<file path="src/rtl/imm_encode_pkg.sv">
// imm_encode_pkg: format codes and constant tables shared by the immediate
// extender and the immediate encoder (imm_encode).
package imm_encode_pkg;

    // Immediate format codes carried on immsrc; codes 3'b11x are reserved.
    typedef enum logic [2:0] {
        IMM_I   = 3'b000,
        IMM_S   = 3'b001,
        IMM_LUI = 3'b010,
        IMM_IU  = 3'b011,
        IMM_B   = 3'b100,
        IMM_F   = 3'b101
    } imm_src_e;

    // Floating-point constants selectable by the 3-bit F index at instr[26:24].
    localparam int F_TABLE_DEPTH = 8;
    localparam logic [31:0] F_TABLE [F_TABLE_DEPTH] = '{
        32'h0000_0000,
        32'h3C23_D70A,
        32'hBF80_0000,
        32'hBE4C_CCCD,
        32'hBDCC_CCCD,
        32'h4CBE_BC20,
        32'h4316_0000,
        32'hC316_0000
    };

    // The only two values the B format can express; rs2_1 selects 99.
    localparam logic [31:0] B_CONST_LO = 32'd2;
    localparam logic [31:0] B_CONST_HI = 32'd99;

    // Width of the optional statistics counters.
    localparam int STAT_W = 16;

    // True when a 32-bit value is the sign extension of its low 12 bits.
    function automatic logic fits_simm12(input logic [31:0] imm);
        return (imm[31:11] == '0) || (imm[31:11] == '1);
    endfunction

endpackage

</file>
<file path="src/rtl/imm_encode_fmt.sv">
// imm_encode_fmt: combinational encode of one immediate into instruction
// bits [31:7]. Index i of base/instr corresponds to instruction bit i+7.
module imm_encode_fmt
    import imm_encode_pkg::*;
(
    input  logic [31:0] imm,
    input  logic [2:0]  immsrc,
    input  logic [24:0] base,
    output logic [24:0] instr,
    output logic        rs2_1,
    output logic        fits
);

    logic       f_hit;
    logic [2:0] f_idx;

    // Search the F constant table; entries are distinct so at most one hits.
    always_comb begin
        f_hit = 1'b0;
        f_idx = '0;
        for (int k = 0; k < F_TABLE_DEPTH; k++) begin
            if (imm == F_TABLE[k]) begin
                f_hit = 1'b1;
                f_idx = 3'(k);
            end
        end
    end

    // Overwrite the immediate fields of base; truncated fields are still
    // written when the value does not fit, only fits reports the loss.
    always_comb begin
        instr = base;
        rs2_1 = 1'b0;
        fits  = 1'b0;
        case (immsrc)
            IMM_I: begin
                instr[24:13] = imm[11:0];             // instr[31:20]
                fits         = fits_simm12(imm);
            end
            IMM_S: begin
                instr[24:18] = imm[11:5];             // instr[31:25]
                instr[4:0]   = imm[4:0];              // instr[11:7]
                fits         = fits_simm12(imm);
            end
            IMM_LUI: begin
                instr[24:5] = imm[31:12];             // instr[31:12]
                fits        = (imm[11:0] == '0);
            end
            IMM_IU: begin
                instr[24:13] = imm[11:0];             // instr[31:20]
                fits         = (imm[31:12] == '0);
            end
            IMM_B: begin
                rs2_1 = (imm == B_CONST_HI);
                fits  = (imm == B_CONST_LO) || (imm == B_CONST_HI);
            end
            IMM_F: begin
                if (f_hit) begin
                    instr[19:17] = f_idx;             // instr[26:24]
                end
                fits = f_hit;
            end
            default: begin
                instr = base;
                rs2_1 = 1'b0;
                fits  = 1'b0;
            end
        endcase
    end

endmodule

</file>
<file path="src/rtl/imm_encode.sv">
// imm_encode: two-stage pipelined immediate encoder (inverse of the
// immediate extender). Optional statistics counters are built when the
// macro IMM_ENCODE_STATS_EN is defined.
//
// Handshake: a transfer happens on a rising edge where valid && ready are
// both high. A producer holds valid and its payload stable until the
// transfer; ready may be asserted without valid. in_ready does not depend
// on in_valid, and out_* hold stable while out_valid && !out_ready.
module imm_encode
    import imm_encode_pkg::*;
(
    input  logic        clk,
    input  logic        reset,
    input  logic        in_valid,
    output logic        in_ready,
    input  logic [2:0]  in_immsrc,
    input  logic [31:0] in_imm,
    input  logic [24:0] in_base,
    output logic        out_valid,
    input  logic        out_ready,
    output logic [24:0] out_instr,
    output logic        out_rs2_1,
    output logic        out_fits
`ifdef IMM_ENCODE_STATS_EN
    ,
    output logic [15:0] stat_total,
    output logic [15:0] stat_miss
`endif
);

    logic        s1_valid;
    logic [2:0]  s1_immsrc;
    logic [31:0] s1_imm;
    logic [24:0] s1_base;

    logic        s1_en;
    logic        s2_en;

    logic [24:0] enc_instr;
    logic        enc_rs2_1;
    logic        enc_fits;

    // Stage enables: a stage advances when it is empty or its consumer moves.
    always_comb begin
        s2_en    = !out_valid || out_ready;
        s1_en    = !s1_valid || s2_en;
        in_ready = s1_en;
    end

    // Stage 1: capture the raw request.
    always_ff @(posedge clk or posedge reset) begin
        if (reset) begin
            s1_valid  <= 1'b0;
            s1_immsrc <= '0;
            s1_imm    <= '0;
            s1_base   <= '0;
        end else if (s1_en) begin
            s1_valid <= in_valid;
            if (in_valid) begin
                s1_immsrc <= in_immsrc;
                s1_imm    <= in_imm;
                s1_base   <= in_base;
            end
        end
    end

    imm_encode_fmt u_fmt (
        .imm    (s1_imm),
        .immsrc (s1_immsrc),
        .base   (s1_base),
        .instr  (enc_instr),
        .rs2_1  (enc_rs2_1),
        .fits   (enc_fits)
    );

    // Stage 2: register the encoded result directly onto the outputs.
    always_ff @(posedge clk or posedge reset) begin
        if (reset) begin
            out_valid <= 1'b0;
            out_instr <= '0;
            out_rs2_1 <= 1'b0;
            out_fits  <= 1'b0;
        end else if (s2_en) begin
            out_valid <= s1_valid;
            if (s1_valid) begin
                out_instr <= enc_instr;
                out_rs2_1 <= enc_rs2_1;
                out_fits  <= enc_fits;
            end
        end
    end

`ifdef IMM_ENCODE_STATS_EN
    localparam logic [STAT_W-1:0] STAT_MAX = '1;

    // Saturating counts of delivered results and of unrepresentable ones.
    always_ff @(posedge clk or posedge reset) begin
        if (reset) begin
            stat_total <= '0;
            stat_miss  <= '0;
        end else if (out_valid && out_ready) begin
            if (stat_total != STAT_MAX) begin
                stat_total <= stat_total + 16'd1;
            end
            if (!out_fits && (stat_miss != STAT_MAX)) begin
                stat_miss <= stat_miss + 16'd1;
            end
        end
    end
`endif

endmodule

</file>
<file path="config.mk">
export PLATFORM = sky130hd
export DESIGN_NAME = imm_encode
export DESIGN_NICKNAME = d
export VERILOG_FILES = /design/src/rtl/imm_encode_pkg.sv /design/src/rtl/imm_encode_fmt.sv /design/src/rtl/imm_encode.sv
export SDC_FILE = /design/constraint.sdc
export NUM_CORES = 1
export LEC_CHECK = 0
export CAP_MARGIN = 30
export CORE_ASPECT_RATIO = 0.7
export CORE_MARGIN = 8
export CORE_UTILIZATION = 43
export CTS_CLUSTER_SIZE = 28
export DETAILED_ROUTE_END_ITERATION = 12
export HOLD_SLACK_MARGIN = 0.06
export PLACE_DENSITY = 0.74
export SYNTH_ARGS = -nofsm -noshare
export SYNTH_HDL_FRONTEND = slang
export SYNTH_SLANG_ARGS = --single-unit
</file>
<file path="constraint.sdc">
create_clock -name clk -period 2.7 [get_ports clk]
set_input_delay 0.27 -clock clk [delete_from_list [all_inputs] [get_ports clk]]
set_output_delay 0.27 -clock clk [all_outputs]
set_load 0.005 [all_outputs]
</file>
==> impl_metrics.csv <==
group,metric,value,unit
synthesis,yosys_warnings,0,
synthesis,yosysTopAreaCell,"dfrtp_1",
clocking,path_clk_slew,0.07,ns
timing,worst_pin_slew,0.5382,ns
floorplan,io-pin-count,93,
setup_path,crit_chain,"nor4bb_1, nand3_1, nor4_1, o21ai_2, and2_4, and3_1, o32a_1",
global_routing,grt_pass1_wl,20800,um
timing,setup-violations-final,0,
floorplan,core_area,0.009684,sq mm
timing,slew_violations,0,
placement,port_buffers,92,
clocking,cts_tree,"yes",
power_and_ir_drop,finalPower,4.154,mW
setup_path,required,2.93,ns
finish,area_growth_syn_to_layout,34.74,%
drt,dr_total_vias,3461,
global_routing,grt_overflow,0,
setup_path,critPathSlowestCell,"nor4_1",
timing,layout_min_cycle_time,2.471,ns
synthesis,synthTopCellsByCount,"dfrtp_1, mux2_2, nand2_1",
synthesis,syn_nets,449,
global_routing,grt_util_all_layers,0.1946,
finish,final_cell_count_no_fill,620,
clocking,cts.sinks,89,
timing,setup_tns,0,ns
setup_path,cp_slowest_stage_delay,0.51,ns
power_and_ir_drop,leakage,2.286,nW
global_routing,antenna_found_initial,0,
drt,wirelength,12450,um
synthesis,syn_area,0.004268,sq mm
floorplan,die_x,135.1,um
setup_path,crit_path_start_kind,"flip-flop",
synthesis,synthCells,385,
finish,drive_above_1_share,0.2215,
setup_path,crit_arrival,2.70,ns
finish,post-route-util,0.5938,
synthesis,synth_seq_cells,89,
synthesis,netlist_top_cells_area,"dfrtp_1, mux2_2, nand2_1",
clocking,cts.repair.resized,0,
clocking,root_buffer,"clkbuf_16",
floorplan,die-area,0.01342,sq mm
timing,fin_crit_sh,0.9153,
timing,hold_ws,0.1996,ns
drt,drc,0,
timing,rsz0062_at_grt,"false",
floorplan,initial_core_util,0.4407,
setup_path,path_class,"reg2reg",
synthesis,synth_edf_count,0,
drt,post_drt_wl_per_cell,20.08,um
placement,gp_congestion,0.9067,
setup_path,endpoint_kind,"flip-flop",
drt,antenna_left,0,
placement,dpl.hpwl,9542,um
drt,drt-initial-drc-count,292,
timing,finalHoldViolations,0,
power_and_ir_drop,vdd_drop_max,0.0003506,V
timing,max_freq,404.6,MHz
synthesis,synthArstFlopShare,1.000,
finish,nFillCells,827,
timing,fin_worst_skew,0.004288,ns
synthesis,synth_ff_type,"dfrtp_1",
finish,layout.nets,551,
synthesis,postSynthAreaPerCell,11.09,sq um
drt,vias_per_cell,5.582,
synthesis,synth.most_common_cell,"dfrtp_1",
outcome,status,"completed",
clocking,cts_buffers,9,
clocking,clk_path_buf_depth,2,
global_routing,grt_pass1_vias,3738,
job,maxCapViolations,0,
global_routing,grt_max_degree,61,
drt,first_pass_iters,4,
clocking,postCtsHoldBufs,0,
synthesis,ys_seq_area_frac,0.5218,
synthesis,synth_top_area_frac,0.5218,
floorplan,fp.dieH,99.36,um
clocking,clock_latency,0.34,ns
placement,placed_cells,604,
finish,n_antenna_cell,0,
clocking,cts_max_level,3,
clocking,postCtsSetupRepairBufs,0,
floorplan,rows,30,
min_path,min_path_type,"in2async",
timing,slew_headroom,0.6412,
synthesis,yosysUniqueCellTypes,42,
power_and_ir_drop,p_per_area,722.4,mW/mm^2
setup_path,crit_path_max_fanout,8,
==> registers in the layout, indices dropped and copies added (netlist names) <==
| name | flops |
|---|---|
| s1_imm | 32 |
| out_rs2_1 | 1 |
| s1_immsrc | 3 |
| s1_base | 25 |
| out_instr | 25 |
| out_valid | 1 |
| out_fits | 1 |
| s1_valid | 1 |
==> power by group <==
group | switching (mW) | internal [mW]
combinational | 0.388 | 0.574
clock | 0.543 | 0.821
sequential | 0.254 | 1.57
==> through the flow <==
stage          setup slack [ns]  cell area, sq um
6_report                 0.2286              5751
5_1_grt                 0.04994              5751
4_1_cts                  0.2724              5751
3_5_place_dp             0.2928              5425
2_1_floorplan            0.1231              4268
3_3_place_gp             0.2853              5425
==> worst paths after layout <==
path | startpoint | endpoint | slack (ns) | cells after the start
worst min-delay path | reset | s1_base[10] | 0.20 | 2
worst min register to register | out_instr[12] | out_instr[12] | 0.48 | 2
min in group clk | out_instr[12] | out_instr[12] | 0.48 | 2
worst max register to register | s1_imm[5] | out_instr[19] | 0.23 | 7
worst max-delay path | s1_imm[5] | out_instr[19] | 0.23 | 7
max in group asynchronous | reset | out_instr[18] | 1.64 | 4
==> worst max-delay path: cells and delay by family (launching register included) <==
kind,cells,cell delay (ns)
simple gates,5,1.41
flops,1,0.48
compound gates,2,0.47
==> cell families after synthesis <==
| group | synth area share |
|---|---|
| buffers and inverters | 0.02140 |
| DFF | 0.5218 |
| muxes | 0.2017 |
| and+or+nand+nor | 0.1595 |
| AOI/OAI and AO/OA | 0.09557 |
==> layout make-up <==
class,count,area (sq um),share of cell area
well taps,128,160.2,0.02785
clock buffers,9,225.2,0.03916
flip-flops and latches,89,2227,0.3873
inverters,6,25.02,0.004352
repair buffers,109,1061,0.1845
clock inverters,7,100.1,0.01741
multi-input cells,272,1952,0.3394
==> routing by layer <==
metal | share of wire | global-route usage | vias up
li1 | - | - | 1624
met3 | 0.069 | 0.06042 | 14
met1 | 0.49 | 0.2712 | 1718
met4 | 0.012 | 0.05612 | 0
met5 | 0 | 0 | -
met2 | 0.43 | 0.2830 | 105
==> cells in the final DEF, fill, tap and decap left out, types with 4 or more instances in the layout <==
cell / netlist / layout
o22ai_1: 5 / 5
a21oi_1: 12 / 12
clkdlybuf4s50_1: 0 / 92
mux2_2: 64 / 64
nor3_1: 13 / 13
inv_1: 5 / 4
o221ai_1: 5 / 5
mux2i_1: 14 / 14
dfrtp_1: 89 / 89
a221oi_1: 7 / 7
nor2_1: 20 / 20
clkbuf_16: 0 / 9
nand4_1: 7 / 7
nor4_1: 9 / 9
o21ai_0: 23 / 23
buf_4: 0 / 16
nand2_1: 42 / 41
nand3_1: 10 / 10
nand2b_1: 5 / 5
Note: power is estimated with default switching activity, not from simulation.
